===== config.mk =====
export PLATFORM = sky130hd
export DESIGN_NAME = gcd_axi_master
export DESIGN_NICKNAME = d
export VERILOG_FILES = /design/src/rtl/gcd_axi_pkg.sv /design/src/rtl/gcd_axi_master.sv
export SDC_FILE = /design/constraint.sdc
export NUM_CORES = 1
export LEC_CHECK = 0
export CAP_MARGIN = 25
export CORE_AREA = 4 4 173 175
export CTS_CLUSTER_SIZE = 12
export DETAILED_ROUTE_END_ITERATION = 8
export DIE_AREA = 0 0 177 179
export DONT_BUFFER_PORTS = 1
export PLACE_DENSITY = 0.42
export SYNTH_ARGS = -nofsm -noshare
export SYNTH_HDL_FRONTEND = slang
export SYNTH_SLANG_ARGS = --single-unit

===== constraint.sdc =====
create_clock -name CLK -period 2.8 [get_ports CLK]
set_input_delay 0.42 -clock CLK [delete_from_list [all_inputs] [get_ports CLK]]
set_output_delay 0.42 -clock CLK [all_outputs]
set_load 0.1 [all_outputs]

===== src/rtl/gcd_axi_pkg.sv =====
// Shared constants, FSM encoding and burst legality check for the GCD AXI4 burst master.
package gcd_axi_pkg;

   localparam int unsigned DATA_W      = 64;
   localparam int unsigned ADDR_W      = 32;
   localparam int unsigned LEN_W       = 8;
   localparam int unsigned STRB_W      = DATA_W / 8;
   localparam int unsigned ID_W        = 4;
   localparam int unsigned PAGE_OFF_W  = 12;
   localparam int unsigned PAGE_SUM_W  = 13;
   localparam int unsigned PAGE_BYTES  = 4096;

   localparam logic [1:0] BURST_INCR    = 2'b01;
   localparam logic [2:0] SIZE_8B       = 3'b011;
   localparam logic [1:0] RESP_OKAY     = 2'b00;
   localparam logic [3:0] CACHE_DEFAULT = 4'b0011;
   localparam logic [2:0] PROT_DEFAULT  = 3'b000;

   typedef enum logic [2:0] {
      ST_IDLE, ST_CHECK, ST_AR, ST_R, ST_AW, ST_W, ST_B, ST_FIN
   } state_t;

   // Misaligned start, or the burst's last byte lands past the 4 KB page.
   function automatic logic burst_illegal(input logic [PAGE_OFF_W-1:0] page_off,
                                          input logic [LEN_W-1:0]      len);
      logic [PAGE_SUM_W-1:0] end_off;
      end_off = PAGE_SUM_W'(page_off) + ((PAGE_SUM_W'(len) + PAGE_SUM_W'(1)) << 3);
      return (page_off[2:0] != 3'b000) || (end_off > PAGE_SUM_W'(PAGE_BYTES));
   endfunction

endpackage


===== src/rtl/gcd_axi_master.sv =====
// AXI4 burst initiator: one INCR read or write burst per command, streams passed through combinationally.
module gcd_axi_master
   import gcd_axi_pkg::*;
#(
   parameter logic [3:0] AXI_ID = 4'h0
) (
   input  logic        CLK,
   input  logic        RESETn,
   input  logic        CMD_VALID,
   output logic        CMD_READY,
   input  logic        CMD_WRITE,
   input  logic [31:0] CMD_ADDR,
   input  logic [7:0]  CMD_LEN,
   input  logic [63:0] WS_DATA,
   input  logic        WS_VALID,
   output logic        WS_READY,
   output logic [63:0] RS_DATA,
   output logic        RS_LAST,
   output logic        RS_VALID,
   input  logic        RS_READY,
   output logic        BUSY,
   output logic        DONE,
   output logic        ERR,
   output logic [3:0]  M_AXI_AWID,
   output logic [31:0] M_AXI_AWADDR,
   output logic [7:0]  M_AXI_AWLEN,
   output logic [2:0]  M_AXI_AWSIZE,
   output logic [1:0]  M_AXI_AWBURST,
   output logic        M_AXI_AWLOCK,
   output logic [3:0]  M_AXI_AWCACHE,
   output logic [2:0]  M_AXI_AWPROT,
   output logic        M_AXI_AWVALID,
   input  logic        M_AXI_AWREADY,
   output logic [63:0] M_AXI_WDATA,
   output logic [7:0]  M_AXI_WSTRB,
   output logic        M_AXI_WLAST,
   output logic        M_AXI_WVALID,
   input  logic        M_AXI_WREADY,
   input  logic [3:0]  M_AXI_BID,
   input  logic [1:0]  M_AXI_BRESP,
   input  logic        M_AXI_BVALID,
   output logic        M_AXI_BREADY,
   output logic [3:0]  M_AXI_ARID,
   output logic [31:0] M_AXI_ARADDR,
   output logic [7:0]  M_AXI_ARLEN,
   output logic [2:0]  M_AXI_ARSIZE,
   output logic [1:0]  M_AXI_ARBURST,
   output logic        M_AXI_ARLOCK,
   output logic [3:0]  M_AXI_ARCACHE,
   output logic [2:0]  M_AXI_ARPROT,
   output logic        M_AXI_ARVALID,
   input  logic        M_AXI_ARREADY,
   input  logic [3:0]  M_AXI_RID,
   input  logic [63:0] M_AXI_RDATA,
   input  logic [1:0]  M_AXI_RRESP,
   input  logic        M_AXI_RLAST,
   input  logic        M_AXI_RVALID,
   output logic        M_AXI_RREADY
);

   state_t             state, state_next;
   logic [LEN_W-1:0]   beat_cnt, cnt_next;
   logic               err_flag, err_next;
   logic               wr_q;
   logic [ADDR_W-1:0]  addr_q;
   logic [LEN_W-1:0]   len_q;
   logic               cmd_ready_q, busy_q, done_q, err_q;
   logic               arvalid_q, awvalid_q, bready_q, wlast_q;
   logic               r_hs, w_hs;

   // Response IDs carry no information for a single-outstanding master.
   logic unused_ids;
   assign unused_ids = ^{M_AXI_BID, M_AXI_RID};

   assign r_hs = (state == ST_R) && M_AXI_RVALID && RS_READY;
   assign w_hs = (state == ST_W) && WS_VALID && M_AXI_WREADY;

   // Next-state, beat counter and sticky error flag.
   always_comb begin
      state_next = state;
      cnt_next   = beat_cnt;
      err_next   = err_flag;
      unique case (state)
         ST_IDLE: begin
            cnt_next = '0;
            err_next = 1'b0;
            if (CMD_VALID) state_next = ST_CHECK;
         end
         ST_CHECK: begin
            if (burst_illegal(addr_q[PAGE_OFF_W-1:0], len_q)) begin
               err_next   = 1'b1;
               state_next = ST_FIN;
            end else begin
               state_next = wr_q ? ST_AW : ST_AR;
            end
         end
         ST_AR: if (M_AXI_ARREADY) state_next = ST_R;
         ST_R: begin
            if (r_hs) begin
               cnt_next = beat_cnt + LEN_W'(1);
               if (M_AXI_RRESP != RESP_OKAY) err_next = 1'b1;
               if (M_AXI_RLAST) begin
                  if (beat_cnt != len_q) err_next = 1'b1;
                  state_next = ST_FIN;
               end
            end
         end
         ST_AW: if (M_AXI_AWREADY) state_next = ST_W;
         ST_W: begin
            if (w_hs) begin
               cnt_next = beat_cnt + LEN_W'(1);
               if (beat_cnt == len_q) state_next = ST_B;
            end
         end
         ST_B: begin
            if (M_AXI_BVALID) begin
               if (M_AXI_BRESP != RESP_OKAY) err_next = 1'b1;
               state_next = ST_FIN;
            end
         end
         ST_FIN:  state_next = ST_IDLE;
         default: state_next = ST_IDLE;
      endcase
   end

   always_ff @(posedge CLK or negedge RESETn) begin
      if (!RESETn) begin
         state       <= ST_IDLE;
         beat_cnt    <= '0;
         err_flag    <= 1'b0;
         wr_q        <= 1'b0;
         addr_q      <= '0;
         len_q       <= '0;
         cmd_ready_q <= 1'b1;
         busy_q      <= 1'b0;
         done_q      <= 1'b0;
         err_q       <= 1'b0;
         arvalid_q   <= 1'b0;
         awvalid_q   <= 1'b0;
         bready_q    <= 1'b0;
         wlast_q     <= 1'b0;
      end else begin
         state    <= state_next;
         beat_cnt <= cnt_next;
         err_flag <= err_next;
         if ((state == ST_IDLE) && CMD_VALID) begin
            wr_q   <= CMD_WRITE;
            addr_q <= CMD_ADDR;
            len_q  <= CMD_LEN;
         end
         cmd_ready_q <= (state_next == ST_IDLE);
         busy_q      <= (state_next != ST_IDLE);
         done_q      <= (state_next == ST_FIN);
         err_q       <= (state_next == ST_FIN) && err_next;
         arvalid_q   <= (state_next == ST_AR);
         awvalid_q   <= (state_next == ST_AW);
         bready_q    <= (state_next == ST_B);
         wlast_q     <= (state_next == ST_W) && (cnt_next == len_q);
      end
   end

   assign CMD_READY = cmd_ready_q;
   assign BUSY      = busy_q;
   assign DONE      = done_q;
   assign ERR       = err_q;

   // Address channels share the latched command; only the VALIDs differ.
   assign M_AXI_AWID    = AXI_ID;
   assign M_AXI_AWADDR  = addr_q;
   assign M_AXI_AWLEN   = len_q;
   assign M_AXI_AWSIZE  = SIZE_8B;
   assign M_AXI_AWBURST = BURST_INCR;
   assign M_AXI_AWLOCK  = 1'b0;
   assign M_AXI_AWCACHE = CACHE_DEFAULT;
   assign M_AXI_AWPROT  = PROT_DEFAULT;
   assign M_AXI_AWVALID = awvalid_q;
   assign M_AXI_ARID    = AXI_ID;
   assign M_AXI_ARADDR  = addr_q;
   assign M_AXI_ARLEN   = len_q;
   assign M_AXI_ARSIZE  = SIZE_8B;
   assign M_AXI_ARBURST = BURST_INCR;
   assign M_AXI_ARLOCK  = 1'b0;
   assign M_AXI_ARCACHE = CACHE_DEFAULT;
   assign M_AXI_ARPROT  = PROT_DEFAULT;
   assign M_AXI_ARVALID = arvalid_q;

   // Zero-latency stream pass-through, gated by the owning state.
   assign M_AXI_WDATA  = WS_DATA;
   assign M_AXI_WSTRB  = {STRB_W{1'b1}};
   assign M_AXI_WLAST  = wlast_q;
   assign M_AXI_WVALID = (state == ST_W) && WS_VALID;
   assign WS_READY     = (state == ST_W) && M_AXI_WREADY;
   assign M_AXI_BREADY = bready_q;
   assign RS_DATA      = M_AXI_RDATA;
   assign RS_LAST      = M_AXI_RLAST;
   assign RS_VALID     = (state == ST_R) && M_AXI_RVALID;
   assign M_AXI_RREADY = (state == ST_R) && RS_READY;

endmodule


After elaboration in Yosys (flattened, before gate mapping)

Cells that the tools add are included.

Output and inout port bits: 263
Bits of input ports: 192
Word-level logic and storage cells: 71
Bits in registers: 61

$lt $le $gt $ge: 1
$add $sub $neg: 3
Eq/ne operators: 15
Multiplexer cells: 22
Reduce and logical (&&, ||, !) cells: 16

Operator list:

| operator               | count |
|---|---|
| $mux W3                | 10 |
| $eq A3 B3 Y1 const B   | 8 |
| $pmux W3 S8            | 1 |
| $pmux W8 S3            | 1 |
| $eq A8 B8 Y1           | 2 |
| $mux W8                | 2 |
| $add A12 B12 Y13       | 1 |
| $gt A13 B13 Y1 const B | 1 |
| $add A8 B1 Y9 const B  | 1 |
| $eq A3 B2 Y1 const B   | 3 |
| $logic_and A1 B1 Y1    | 9 |
| $add A8 B1 Y8 const B  | 1 |
| $ne A8 B8 Y1           | 1 |
| $mux W1                | 7 |
| $logic_not A3 Y1       | 2 |
| $reduce_bool A3 Y1     | 2 |
| $pmux W1 S4            | 1 |
| $reduce_bool A2 Y1     | 2 |
| $eq A3 B1 Y1 const B   | 1 |
| $logic_or A1 B1 Y1     | 1 |

Logic depth before layout (Yosys ltp)

Depth in word-level cells: 8
Mapped depth: 12
Depth with buffers taken out: 12

Worst setup path before layout

No wires, ideal clock.

Kind: reg2reg
From: register len_q[1] (netlist: M_AXI_ARLEN[1])
To: register awvalid_q (netlist: M_AXI_AWVALID)
Arrival time: 3,179 ps
Setup slack: -500 ps
Clock period less this slack: 3,300 ps
Library setup time: 121 ps
Stages on the path, launching flop included: 12
Buffers on the path: 0
Data required time: 2,679 ps
Cell sequence: dfrtp_1 > ha_1 > nand3_1 > xnor2_1 > ha_1 > a21oi_1 > o21ai_0 > o31ai_1 > xnor2_1 > nor2_1 > a41o_1 > and4b_1

Longest elaborated chain between the ends: 7
Elaborated cells between the ends (all ways): 10
Classes of those cells: add/sub: 2; order compare: 1; eq/ne: 2; mux: 4; reduce/logical: 1

Ends and longest elaborated chain:

| item                     | line                  | source |
|---|---|---|
| start: declaration       | gcd_axi_master.sv:66  | `logic [LEN_W-1:0] len_q;` |
| start signal: assignment | gcd_axi_master.sv:133 | `len_q <= '0;` |
| start signal: assignment | gcd_axi_master.sv:149 | `len_q <= CMD_LEN;` |
| $add A8 B1 Y9            | gcd_axi_pkg.sv:27     | `end_off = PAGE_SUM_W'(page_off) + ((PAGE_SUM_W'(len) + PAGE_SUM_W'(1)) << 3);` |
| $add A12 B12 Y13         | gcd_axi_pkg.sv:27     |  |
| $gt A13 B13 Y1           | gcd_axi_pkg.sv:28     | `return (page_off[2:0] != 3'b000) \|\| (end_off > PAGE_SUM_W'(PAGE_BYTES));` |
| $logic_or A1 B1 Y1       | gcd_axi_pkg.sv:28     |  |
| $mux W3                  | gcd_axi_master.sv:90  | `if (burst_illegal(addr_q[PAGE_OFF_W-1:0], len_q)) begin` |
| $pmux W3 S8 (*)          | gcd_axi_master.sv:83  | `unique case (state)` |
| $eq A3 B3 Y1 (*)         | gcd_axi_master.sv:156 | `awvalid_q <= (state_next == ST_AW);` |
| end signal: assignment   | gcd_axi_master.sv:156 |  |
| end: declaration         | gcd_axi_master.sv:68  | `logic arvalid_q, awvalid_q, bready_q, wlast_q;` |

Every way passes the cells marked *; elsewhere a longest branch is shown, timed or not.
A chain may end at the register's enable or synchronous reset.

Worst setup path in the final report

From: register len_q[0] (netlist: M_AXI_ARLEN[0])
To: register awvalid_q (netlist: M_AXI_AWVALID)

The elaborated chain is that of the path after synthesis.

==> flow_metrics.py <==
metrics = {
    "critical_path": {
        "crit_family": "compound AO/OA/AOI/OAI gates",
        "cp_max_fo": 8,
        "end_kind": "flip-flop",
        "r2r_start": "M_AXI_ARLEN[0]",
        "r2r_cells": 10,
        "cp.required_ps": 3070,
        "r2r_slack_ps": 160,
        "path_cells": "buf_4, inv_1, ha_1, fa_2, a21oi_2, o21bai_1, xor2_1, nor3_1, a41o_4, and4b_1",
        "rr_endpoint": "M_AXI_AWVALID",
        "critPathKind": "reg2reg",
        "crit_arrival_ps": 2910,
        "slowest_delay_ps": 420,
        "crit_path_start_kind": "flip-flop",
        "critical_path.slowest_cell": "dfrtp_4",
        "crit_buf_inv": 2,
    },
    "global_routing": {
        "met2_usage_pct": 12.9,
        "met1_usage_pct": 9.55,
        "grt_pass1_wl_um": 19300,
        "overflow": 0,
        "antenna_found_initial": 1,
        "grt_max_degree": 62,
        "met3_usage_pct": 2.83,
        "grt_most_used_layer": "met2",
        "track_usage_pct": 8.15,
        "grt_pass1_vias": 3120,
    },
    "floorplanning": {
        "row_count": 62,
        "ios": 455,
        "die_x_um": 177,
        "core-area_um2": 28500,
        "start_util_pct": 18.3,
        "dieArea_um2": 31700,
        "fp.dieH_um": 179,
    },
    "timing": {
        "max_slew.worst_pin.slew_ps": 994,
        "fmax_mhz": 378,
        "rsz0062_at_grt": "no",
        "clock_skew_ps": 9.78,
        "relSlewSlack_pct": 33.7,
        "period_needed_ps": 2640,
        "slew_viol_final": 0,
        "hold_viol": 0,
        "setup_ws_ps": 157,
        "setup_viol_count_final": 0,
        "period_share_pct": 94.4,
    },
    "logic_synthesis": {
        "synth.distinct_cells": 69,
        "ys_ff_latch": 61,
        "ys_seq_area_share_pct": 29.3,
        "synth_edf_count": 0,
        "synthCells": 568,
        "synth_warnings": 0,
        "synthFlopType": "dfrtp_1",
        "avgSynthCellArea_um2": 9.17,
        "synth_async_sr_flop_share_pct": 100,
        "synth_area_um2": 5210,
    },
    "clocking": {
        "cts_buffer_depth": 2,
        "htree_levels": 3,
        "insertion_delay_ps": 340,
        "root_buffer": "clkbuf_16",
        "clk_pin_slew_ps": 60,
        "cts_tree": "yes",
        "cts_buffers": 9,
        "cts_sinks": 61,
    },
    "min_path": {
        "worstHoldPathCells": 2,
        "hold_start": "CMD_WRITE",
        "worst_hold_path_type": "in2reg",
        "hold_end": "wr_q",
    },
    "detailed_routing": {
        "drc": 0,
        "antenna_left": 0,
        "drt_pre_antenna_iters": 4,
        "wl_um": 13400,
        "wl_per_cell_um": 16.3,
        "drtIter0Drc": 240,
        "vias": 3141,
        "vias_per_cell": 3.83,
    },
    "final_layout": {
        "insertedDiodeCount": 0,
        "final_nets": 635,
        "drive_above_1_share_pct": 36.2,
        "synthToLayoutAreaGrowth_pct": -5.26,
        "final_core_util_pct": 17.3,
        "num-fill-cells": 3168,
        "multiInputGateArea_um2": 2130,
        "ff_latch_area_um2": 1590,
    },
    "flow_run": {
        "cap_violations": 0,
    },
    "place": {
        "hpwl_um": 10000,
        "port-buffer-count": 0,
        "dp_worst_setup_slack_ps": -19.8,
        "gp_congestion": 0.804,
    },
    "run_status": {
        "run_status": "completed",
    },
}
-- registers in the layout, summed over array words and instances, names as in the netlist --
| signal | flops |
|---|---|
| BUSY | 1 |
| CMD_READY | 1 |
| DONE | 1 |
| ERR | 1 |
| M_AXI_ARADDR | 32 |
| M_AXI_ARLEN | 8 |
| M_AXI_ARVALID | 1 |
| M_AXI_AWVALID | 1 |
| M_AXI_BREADY | 1 |
| M_AXI_WLAST | 1 |
| beat_cnt | 8 |
| err_flag | 1 |
| state | 3 |
| wr_q | 1 |
-- final cells by class --
type	count	area share (%)
Multi-Input combinational cell	303	43.1
Sequential cell	61	32.2
Tap cell	384	9.73
Timing Repair Buffer	44	7.15
Clock buffer	12	4.99
Clock inverter	4	1.93
Inverter	12	0.912
-- stage by stage --
stage | std cells | hold slack, ps | TNS [ps] | area [um^2]
CTS | 819 | 185 | 0 | 4890
detailed placement | 801 | 127 | -51.8 | 4510
global placement | 801 | 127 | 0 | 4510
floorplan | 608 | 124 | 0 | 5390
finish | 820 | 206 | 0 | 4940
global route | 820 | 196 | 0 | 4940
-- synthesized netlist by cell type, types with 5 or more instances --
library cell	instances	area [um^2]
a21oi_1	17	85.1
mux2_2	39	439
xor2_1	10	87.6
nand3_1	11	55.1
ha_1	11	138
nor2_1	19	71.3
xnor2_1	15	131
clkbuf_1	5	18.8
dfrtp_1	60	1500
inv_1	12	45.0
nor3_1	8	40.0
nand2_1	29	109
and3_1	7	43.8
buf_4	212	1590
o21ai_0	22	110
nor2b_1	5	31.3
buf_2	9	45.0
-- kinds of logic (layout without fill, tap and decap cells) --
group	Yosys count	in the layout	share of synthesized area [%]
other	2	42	0.144
adders and majority gates	12	12	3.03
AOI/OAI and AO/OA	76	76	9.84
muxes	41	41	8.81
xor gates and xnor gates	25	25	4.20
and+or+nand+nor	107	107	10.8
DFF	61	61	29.3
buffers and inverters	244	72	33.9
-- metal layers --
| metal | part of all wire (%) | vias up |
|---|---|---|
| met2 | 49 | 145 |
| met4 | 3.8 | 2 |
| met3 | 7.2 | 47 |
| met5 | 0.097 | - |
| met1 | 40 | 1555 |
| li1 | - | 1392 |
-- placed cells by master (no fill, tap or decap), types with 9 or more instances in the layout --
cell / Yosys / layout
dfrtp_2: 0 / 36
inv_1: 12 / 12
xor2_1: 10 / 10
conb_1: 2 / 42
ha_1: 11 / 10
o21ai_0: 22 / 21
nor2_1: 19 / 19
mux2_2: 39 / 39
a21oi_1: 17 / 15
buf_4: 212 / 42
xnor2_1: 15 / 15
dfrtp_1: 60 / 20
nand3_1: 11 / 11
clkbuf_16: 0 / 9
nand2_1: 29 / 29
-- timing repair --
item                                   CTS  global route
pin swaps                                0             3
endpoints found under the hold margin   61             0
hold buffers                             2             0
setup buffers                            0             1
setup endpoints to repair                3             8
gates resized for setup                  2             7
-- worst max path at each step --
stage                                to  cells past startpoint  slack, ps           start
after floorplan           M_AXI_AWVALID                     11         20  M_AXI_ARLEN[0]
after global placement    M_AXI_AWVALID                     11         30  M_AXI_ARLEN[0]
after global routing      M_AXI_AWVALID                     13         20  M_AXI_ARLEN[0]
after detailed placement  M_AXI_ARVALID                     11        -20  M_AXI_ARLEN[0]
after CTS                 M_AXI_AWVALID                     13         50  M_AXI_ARLEN[0]
final                     M_AXI_AWVALID                     10        160  M_AXI_ARLEN[0]
-- worst reg2reg max path, cell delays in order, from the launching register on --
cell and delay (ps):
dfrtp_4 420, buf_4 150, inv_1 60, ha_1 200, fa_2 380, a21oi_2 190, o21bai_1 90, xor2_1 150
nor3_1 370, a41o_4 370, and4b_1 200
Power is left out: the tool's default activity adds up to more than one toggle a clock period on the data nets, which glitch-free logic cannot reach.
==> variant: new RTL, config.mk and constraints unchanged <==
Reset style: synchronous (`RESETn`), changed in one clocked block.
--- a/src/rtl/gcd_axi_master.sv
+++ b/src/rtl/gcd_axi_master.sv
@@ -123,7 +123,7 @@
       endcase
    end
 
-   always_ff @(posedge CLK or negedge RESETn) begin
+   always_ff @(posedge CLK) begin
       if (!RESETn) begin
          state       <= ST_IDLE;
          beat_cnt    <= '0;
Behaviour: differs if RESETn is asserted again (counterexample within 4 cycles, from zero or initial values and one cycle with RESETn low); with RESETn held inactive, the same outputs for 4 cycles.
==> variant against the original RTL <==
Sequential cell count stayed put. Synthesized area fell by 2.3%. Worst setup slack worse by 19 ps. Global-route usage is 2.1 points higher. Highest routed layer is now met4. Critical path type unchanged. Critical path depth increased by 1. Design area grew 1.9%. Routed wire length up 28%.
==> variant: results <==
outcome:
  status: "finished clean"
place:
  dpl.hpwl_um: 13420
  place_ws_ps: 4.728
  place_area_um2: 4543
  place.gp.congestion: 0.7964
drt:
  drt_iter0_markers: 228
  vias: 3600
  routed_wl_um: 17050
synth:
  syn_inst: 669
  synthXorXnorAreaFrac_pct: 5.160
  synth_mux_area_share_pct: 1.081
  ys_types: 61
  synthArstFlopShare_pct: 0
  synth-compound-area-share_pct: 14.20
  ys.flop_type: "dfxtp_1"
worst_setup_path:
  cp.arrival_ps: 2890
  critical-path-max-stage-delay_ps: 370
  crit_slowest_cell: "dfxtp_4"
  endpoint: "DONE"
  r2r_cells: 11
  r2r_start: "M_AXI_ARLEN[1]"
global_route:
  grt_max_degree: 36
  grt_pass1_vias: 3540
  antenna_found_initial: 0
  grt_pass1_wl_um: 23790
timing:
  tightest_slew_ps: 1055
  finClkSkew_ps: 8.077
  hold_slack_ps: 196.7
  period_minus_slack_ps: 2662
min_path:
  hold_depth: 1
  worst_hold_path.endpoint: "state[1]"
  hp-start: "RESETn"
final_layout:
  fillers: 3231
  drive_above_1_share_pct: 28.65
  seqCellArea_um2: 1284
==> variant: cell count changes in the layout (fill, tap and decap cells not counted), moves of 5 or more <==
| cell | delta |
|---|---|
| a21oi_1 | +42 |
| buf_4 | +8 |
| dfrtp_1 | -20 |
| dfrtp_2 | -36 |
| dfxtp_1 | +21 |
| dfxtp_2 | +35 |
| dfxtp_4 | +5 |
| mux2_2 | -36 |
| nand2_1 | +74 |
| o21ai_0 | -11 |
==> variant: routing by layer <==
| layer | share of wire [%] | wire length, um | vias up | global-route usage, % |
|---|---|---|---|---|
| met1 | 35 | 5901 | 1673 | 10.31 |
| met3 | 9.8 | 1675 | 48 | 4.513 |
| met4 | 3.2 | 542 | 0 | 4.932 |
| met2 | 52 | 8928 | 199 | 18.25 |
| li1 | - | - | 1680 | - |
| met5 | 0 | 0 | - | 0 |
==> variant: layout make-up <==
class	instances	area share, %
tap	384	9.547
sequential	61	25.51
clock buffer	10	4.550
multi-input combinational	390	48.51
clock inverter	6	1.740
timing repair buffer	54	9.175
inverter	13	0.9697
